### src/rtl/asym_fifo_pkg.sv
// Shared definitions for the asymmetric-width FIFO: ratio limit and the
// packed status register layout.
package asym_fifo_pkg;

  localparam int MAX_RATIO_LOG2 = 3;

  typedef struct packed {
    logic full;
    logic empty;
    logic wr_err;
    logic rd_err;
  } fifo_status_t;

endpackage

### src/rtl/asym_reg_file_n.sv
// Storage for the asymmetric FIFO: one wide write of RATIO narrow slices per
// clock, asynchronous narrow read. No reset; contents are undefined until written.
module asym_reg_file_n
  import asym_fifo_pkg::*;
#(
  parameter int ADDR_WIDTH = 4,
  parameter int DATA_WIDTH = 8,
  parameter int RATIO_LOG2 = 1
) (
  input  logic                                 clk,
  input  logic                                 we,
  input  logic [ADDR_WIDTH-1:0]                w_addr,
  input  logic [(DATA_WIDTH<<RATIO_LOG2)-1:0]  w_data,
  input  logic [ADDR_WIDTH-1:0]                r_addr,
  output logic [DATA_WIDTH-1:0]                r_data
);

  localparam int RATIO = 1 << RATIO_LOG2;
  localparam int DEPTH = 1 << ADDR_WIDTH;

  logic [DATA_WIDTH-1:0] mem [DEPTH];

  // Slice k lands at w_addr+k, so the least significant slice is read out first.
  always_ff @(posedge clk) begin
    if (we) begin
      for (int k = 0; k < RATIO; k++) begin
        mem[w_addr + ADDR_WIDTH'(k)] <= w_data[k*DATA_WIDTH +: DATA_WIDTH];
      end
    end
  end

  assign r_data = mem[r_addr];

endmodule

### src/rtl/asym_fifo.sv
// Wide-in, narrow-out synchronous FIFO with occupancy count, overflow and
// underflow pulses, and a synchronous clear.
module asym_fifo
  import asym_fifo_pkg::*;
#(
  parameter int ADDR_WIDTH = 4,
  parameter int DATA_WIDTH = 8,
  parameter int RATIO_LOG2 = 1
) (
  input  logic                                 clk,
  input  logic                                 reset_n,
  input  logic                                 clr,
  input  logic                                 wr,
  input  logic [(DATA_WIDTH<<RATIO_LOG2)-1:0]  w_data,
  input  logic                                 rd,
  output logic [DATA_WIDTH-1:0]                r_data,
  output logic                                 full,
  output logic                                 empty,
  output logic [ADDR_WIDTH:0]                  count,
  output logic                                 wr_err,
  output logic                                 rd_err
);

  localparam int RATIO = 1 << RATIO_LOG2;
  localparam int DEPTH = 1 << ADDR_WIDTH;
  localparam logic [ADDR_WIDTH:0] PTR_STEP   = (ADDR_WIDTH+1)'(RATIO);
  localparam logic [ADDR_WIDTH:0] PTR_ONE    = (ADDR_WIDTH+1)'(1);
  localparam logic [ADDR_WIDTH:0] FULL_LIMIT = (ADDR_WIDTH+1)'(DEPTH - RATIO);

  if (RATIO_LOG2 < 0 || RATIO_LOG2 > MAX_RATIO_LOG2 || ADDR_WIDTH <= RATIO_LOG2) begin : g_param_check
    $fatal(1, "asym_fifo: illegal RATIO_LOG2/ADDR_WIDTH combination");
  end

  logic [ADDR_WIDTH:0] w_ptr;
  logic [ADDR_WIDTH:0] r_ptr;
  logic [ADDR_WIDTH:0] w_ptr_next;
  logic [ADDR_WIDTH:0] r_ptr_next;
  logic [ADDR_WIDTH:0] count_next;
  fifo_status_t        status;
  logic                wr_ok;
  logic                rd_ok;

  assign wr_ok      = wr && !status.full;
  assign rd_ok      = rd && !status.empty;
  assign w_ptr_next = wr_ok ? w_ptr + PTR_STEP : w_ptr;
  assign r_ptr_next = rd_ok ? r_ptr + PTR_ONE : r_ptr;
  assign count_next = w_ptr_next - r_ptr_next;
  assign count      = w_ptr - r_ptr;

  // full/empty are registered from the next pointers, so they always equal a
  // decode of the current registered pointers and never see this cycle's inputs.
  always_ff @(posedge clk or negedge reset_n) begin
    if (!reset_n) begin
      w_ptr  <= '0;
      r_ptr  <= '0;
      status <= '{full: 1'b0, empty: 1'b1, wr_err: 1'b0, rd_err: 1'b0};
    end else if (clr) begin
      w_ptr  <= '0;
      r_ptr  <= '0;
      status <= '{full: 1'b0, empty: 1'b1, wr_err: 1'b0, rd_err: 1'b0};
    end else begin
      w_ptr         <= w_ptr_next;
      r_ptr         <= r_ptr_next;
      status.full   <= count_next > FULL_LIMIT;
      status.empty  <= count_next == '0;
      status.wr_err <= wr && status.full;
      status.rd_err <= rd && status.empty;
    end
  end

  assign full   = status.full;
  assign empty  = status.empty;
  assign wr_err = status.wr_err;
  assign rd_err = status.rd_err;

  asym_reg_file_n #(
    .ADDR_WIDTH(ADDR_WIDTH),
    .DATA_WIDTH(DATA_WIDTH),
    .RATIO_LOG2(RATIO_LOG2)
  ) u_mem (
    .clk    (clk),
    .we     (wr_ok && !clr),
    .w_addr (w_ptr[ADDR_WIDTH-1:0]),
    .w_data (w_data),
    .r_addr (r_ptr[ADDR_WIDTH-1:0]),
    .r_data (r_data)
  );

endmodule

### config.mk
export PLATFORM = sky130hd
export DESIGN_NAME = asym_fifo
export DESIGN_NICKNAME = d
export VERILOG_FILES = /design/src/rtl/asym_fifo_pkg.sv /design/src/rtl/asym_reg_file_n.sv /design/src/rtl/asym_fifo.sv
export SDC_FILE = /design/constraint.sdc
export NUM_CORES = 1
export LEC_CHECK = 0
export ABC_CLOCK_PERIOD_IN_PS = 3400
export CELL_PAD_IN_SITES_DETAIL_PLACEMENT = 2
export CELL_PAD_IN_SITES_GLOBAL_PLACEMENT = 2
export CORE_UTILIZATION = 46
export CTS_BUF_LIST = sky130_fd_sc_hd__clkbuf_4 sky130_fd_sc_hd__clkbuf_8
export DETAILED_ROUTE_END_ITERATION = 8
export PLACE_DENSITY_LB_ADDON = 0.1
export SLEW_MARGIN = 10
export SYNTH_ARGS = -nofsm -noshare
export SYNTH_HDL_FRONTEND = slang
export SYNTH_SLANG_ARGS = --single-unit
### constraint.sdc
create_clock -name clk -period 3.4 [get_ports clk]
set_clock_uncertainty 0.15 [all_clocks]
set_input_delay 0.34 -clock clk [delete_from_list [all_inputs] [get_ports clk]]
set_output_delay 0.34 -clock clk [all_outputs]
set_load 0.005 [all_outputs]
* Word level (Yosys, flattened, before mapping)
Memory sizes are Yosys's and may differ from the RTL's.
Cells that the tools add are included.
** Operators by class
- $add $sub $neg :: 5
- Order comparisons :: 1
- Mux-type cells :: 7
- Reduce and logical (&&, ||, !) cells :: 9
** Operators with widths (count)
- two-way mux 5 bit :: 4
- subtractor 5 bit :: 2
- adder 5 x 1 -> 5 bit (second input constant) :: 1
- adder 5 x 2 -> 5 bit (second input constant) :: 1
- > comparator 5 x 4 -> 1 bit (second input constant) :: 1
- logical AND 1 bit :: 5
- logical NOT 5 bit :: 1
- adder 4 x 1 -> 4 bit (second input constant) :: 1
- two-way mux 4 bit :: 1
- logical NOT 1 bit :: 3
- two-way mux 1 bit :: 2
** Storage, ports and cells
- Register bits :: 14
- Memory bits (writable) :: 128
- Input port bits :: 21
- Output and inout port bits :: 17
- Word-level logic and storage cells :: 29
- Memories kept :: 1
** Memories
- u_mem.mem :: depth 16, width 8, rd ports 1, clocked after Yosys merged registers in 0, wr ports 2, RTL line asym_reg_file_n.sv:21 : logic [DATA_WIDTH-1:0] mem [DEPTH];

* Logic depth before layout (Yosys ltp)
Gate-level depths: netlist of the first run.
- Depth after elaboration :: 6
- Gate-level depth with buffers :: 11
- Gate-level depth less buffers :: 9

* By module
From an unflattened synthesis of the first run, not the netlist that was laid out.
** Second synthesis, totals
- Cell total of the unflattened synthesis :: 487
- Area total of the unflattened synthesis :: 7651.1 sq um
** By module, submodules not included
- asym_reg_file_n :: instances 1, cells each 397, area each 6716.4 sq um, sequential area each 3843.7 sq um
- asym_fifo :: instances 1, cells each 90, area each 934.6 sq um, sequential area each 326.6 sq um

* Least setup slack after synthesis of the first run
No wires, ideal clock.
- Path kind :: reg-to-reg
- Start point :: reg r_ptr[1]
- End point :: reg, netlist name empty
- Library setup time :: 0.079 ns
- Arrival :: 2.388 ns
- Data required time :: 3.171 ns
- Slack :: 0.783 ns
- Stages on the path, launching flop included :: 12
- Buffers on the path :: 2
- Clock period less this slack :: 2.617 ns
- Cell sequence :: dfrtp_1 clkbuf_1 clkbuf_1 inv_1 nor2_1 a21oi_1 fa_1 a21o_1 a21oi_1 xor2_1 xnor2_1 a41o_1
** Between the ends
- Word-level cells in the longest chain between the ends :: 5
** RTL lines
- start, declared :: RTL line asym_fifo.sv:35 : logic [ADDR_WIDTH:0] r_ptr;
- start signal, assigned :: RTL line asym_fifo.sv:63 : r_ptr <= r_ptr_next;
- adder 5 x 1 -> 5 bit :: RTL line asym_fifo.sv:46 : assign r_ptr_next = rd_ok ? r_ptr + PTR_ONE : r_ptr;
- two-way mux 5 bit (*) :: RTL line asym_fifo.sv:46
- subtractor 5 bit (*) :: RTL line asym_fifo.sv:47 : assign count_next = w_ptr_next - r_ptr_next;
- logical NOT 5 bit (*) :: RTL line asym_fifo.sv:65 : status.empty <= count_next == '0;
- two-way mux 4 bit (*) :: RTL line asym_fifo.sv:57 : end else if (clr) begin
Every way passes the cells marked *; elsewhere a longest branch is shown, timed or not.

* Worst setup path in the final report of the first run
- Start point :: reg r_ptr[0]
- End point :: out r_data[5]
** Between the ends
- Word-level cells in the longest chain between the ends :: 1
** RTL lines
- memory (16 x 8 bit)
- end, declared :: RTL line asym_fifo.sv:16 : output logic [DATA_WIDTH-1:0] r_data,
Every way passes these cells.

==> impl_metrics.yaml, run 1 <==
sta:
  post-route-period-util_pct: 95.22
  slew-limit-headroom_pct: 54.73
  tightest_slew_ns: 0.6769
  slew_limit_fails: 0
  fin_setup_tns_ns: 0
  timing.final.crit_period_ns: 3.238
  rsz0062_at_grt: "no"
  achievable-frequency_ghz: 0.3089
  setup_viol_count_final: 0
  finalHoldWorstSlack_ns: 0.1425
  finalHoldViolations: 0
global_routing:
  grt_max_degree: 39
  groute.usage.overall_pct: 22.52
  number_of_antenna_violations_at_the_first_check_in_global_routing: 0
  global_route.overflow_total: 0
  first_global_vias: 3914
  global_route_wire_length_before_repair_um: 24870
setup_path:
  worstPathMaxFanout: 38
  worst-endpoint-required_ns: 2.91
  critical_path.endpoint_type: "output pin"
  timing.setup.critical_path_class: "reg2out"
  worstPathArrival_ns: 2.75
  startpoint_type: "flip-flop"
placed_design:
  buffer_ports.inserted: 37
  gp_congestion: 0.7505
  dpl.hpwl_um: 10440
cells_and_area:
  num_antenna_cells: 0
  area_overhead_vs_synth_pct: 13.79
  postLayoutCoreUtil_pct: 54.08
  layout-drive-gt1-share_pct: 33.71
  fin_nets: 459
logic_synthesis:
  synth_simple_gate_area_share_pct: 3.686
  commonest_cells_in_the_synthesized_netlist: "sky130_fd_sc_hd__edfxtp_1 (128), sky130_fd_sc_hd__clkbuf_1 (78), sky130_fd_sc_hd__mux2_2 (64)"
  post_synth.cell_area_avg_um2: 16.34
  dominant_combinational_cell_family_by_area_after_synthesis: "multiplexers"
  synth.area.mux_share_pct: 25.17
  syn-instance-count: 426
  synth-seq-area-share_pct: 59.92
  post_synth_edffs: 128
  synth_compound_area_share_pct: 0.9889
  yosysTopAreaCell: "sky130_fd_sc_hd__edfxtp_1"
  synthesis.area_mm2: 0.006959
  postSynthNetCount: 459
  post_synth_fa_ha_maj_area_fraction_pct: 2.373
  synth-seq-cells: 141
  post_synth_main_area_contributors: "sky130_fd_sc_hd__edfxtp_1 (55%), sky130_fd_sc_hd__mux4_1 (12%), sky130_fd_sc_hd__mux2_2 (10%)"
  netlist-cell-type-count: 34
  synthDominantCellAreaShare_pct: 55.23
  post_synth_xor_area_fraction_pct: 2.122
  asyncSetResetFlopFracSynth_pct: 9.220
  synth_most_common_cell: "sky130_fd_sc_hd__edfxtp_1"
  yosys_warnings: 0
  synth_flop_cell: "sky130_fd_sc_hd__edfxtp_1"
clock_network:
  tritoncts: "built"
  post_cts_resize_count: 0
  cts_htree_levels: 4
  clk_pin_slew_ns: 0.08
  insertion_delay_ns: 0.45
  clock-sinks: 141
  buffer_levels_on_the_longest_clock_path: 2
  clockRootBuffer: "sky130_fd_sc_hd__clkbuf_8"
  tritoncts.num_buffers: 17
  cts.repair_timing.setup_buffer_count: 0
  cts-hold-fix-buffers: 0
status:
  run_status: "finished with violations"
  violations: "DRC"
detailed_routing:
  avgViaCountPerCell: 5.671
  wl_per_cell_um: 25.98
  dr.pass1.iters: 6
  drc: 8
  drt-initial-drc-count: 207
  route.final.wire_length_um: 16190
  dr_total_vias: 3533
  routed_antenna_nets: 0
power:
  power.static_leakage_nw: 2.684
  finalPower_mw: 4.523
  pwr_density_mw_per_mm2: 571.2
  irDropWorstVdd_mv: 0.3120
floorplan:
  core.rowCount: 44
  fp.dieArea_mm2: 0.01563
  chipWidth_um: 125
  start_util_pct: 47.52
  top_level_ports: 38
  core_region_area_mm2: 0.01464
  die_h_um: 125
hold_path:
  worst_hold_check_path_type: "in2async"
run:
  timing.max_cap.violations: 0
stage by stage:
stage	cell area, um^2	setup slack (ns)	cells
3_5_place_dp	7465	0.3131	591
4_1_cts	7919	0.1131	623
3_3_place_gp	7465	0.4194	591
6_report	7919	0.1624	623
5_1_grt	7919	0.06741	623
2_1_floorplan	6959	0.7829	426
cell type report:
type                    instances  area [um^2]
repair buffers                 66        638.1
flip-flops and latches        141         4172
inverters                       9        35.03
multi-input cells             191         2390
well taps                     184        230.2
fillers                      1278         6725
clock inverters                15        220.2
clock buffers                  17        234.0
power by group:
group	switching, mW	leakage [nW]	internal, mW
registers	0.0420	1.33	1.97
logic	0.449	1.13	0.511
clock network	0.680	0.226	0.872
total	1.17	2.68	3.35
final timing paths:
path                            startpoint  slack, ns   endpoint  cells past startpoint
worst max-delay path              r_ptr[0]       0.16  r_data[5]                      4
worst min-delay path               reset_n       0.14     wr_err                      1
worst max register to register    w_ptr[2]       0.48      empty                      9
worst min register to register       empty       0.35     rd_err                      2
max in group asynchronous          reset_n       2.48   r_ptr[0]                      1
min in group clk                        rd       0.32     rd_err                      3
sequential cells by signal (all words and copies together), names as in the netlist:
register / cells
empty: 1
full: 1
r_ptr: 5
rd_err: 1
u_mem.mem: 128
w_ptr: 4
wr_err: 1
routing by layer:
metal | share of wire (%) | vias to the layer above | GRT usage (%)
met5 | 0 | - | 0
met4 | 1.3 | 0 | 7.461
met3 | 2.2 | 18 | 3.808
met2 | 51 | 60 | 37.53
met1 | 46 | 1864 | 30.22
li1 | - | 1591 | -
layout by cell type (no fill, tap or decap), types with 5 or more instances in the layout:
master	Yosys	final
sky130_fd_sc_hd__a21oi_1	5	5
sky130_fd_sc_hd__buf_4	3	25
sky130_fd_sc_hd__bufinv_16	0	5
sky130_fd_sc_hd__clkbuf_8	0	17
sky130_fd_sc_hd__clkdlybuf4s50_1	0	37
sky130_fd_sc_hd__clkinv_2	1	5
sky130_fd_sc_hd__dfrtp_1	12	11
sky130_fd_sc_hd__edfxtp_1	128	128
sky130_fd_sc_hd__ha_1	10	10
sky130_fd_sc_hd__inv_1	8	8
sky130_fd_sc_hd__mux2_2	64	64
sky130_fd_sc_hd__mux4_1	32	32
sky130_fd_sc_hd__mux4_2	8	8
sky130_fd_sc_hd__nand2_1	5	5
sky130_fd_sc_hd__nor2_1	17	17
sky130_fd_sc_hd__nor2_2	6	6
sky130_fd_sc_hd__xnor2_1	12	12
cell families after synthesis:
kind of cell | count (synthesis)
flops | 141
fa+ha+maj | 12
xor+xnor | 16
buf+inv | 94
compound gates | 11
mux | 105
simple gates | 47
critical path: stages, from the launching register on:
cell and delay, ns:
sky130_fd_sc_hd__dfrtp_2 0.38, sky130_fd_sc_hd__buf_12 0.27, sky130_fd_sc_hd__mux4_1 0.63, sky130_fd_sc_hd__mux4_2 0.51, sky130_fd_sc_hd__clkdlybuf4s50_1 0.47
No activity file was read; power rests on OpenSTA's default activity.
==> run 2: changes to the inputs <==
SLEW_MARGIN = 20   (was 10)
==> results of run 2 <==
Same layout as run 1: the final DEF is identical, and so are final timing and power.
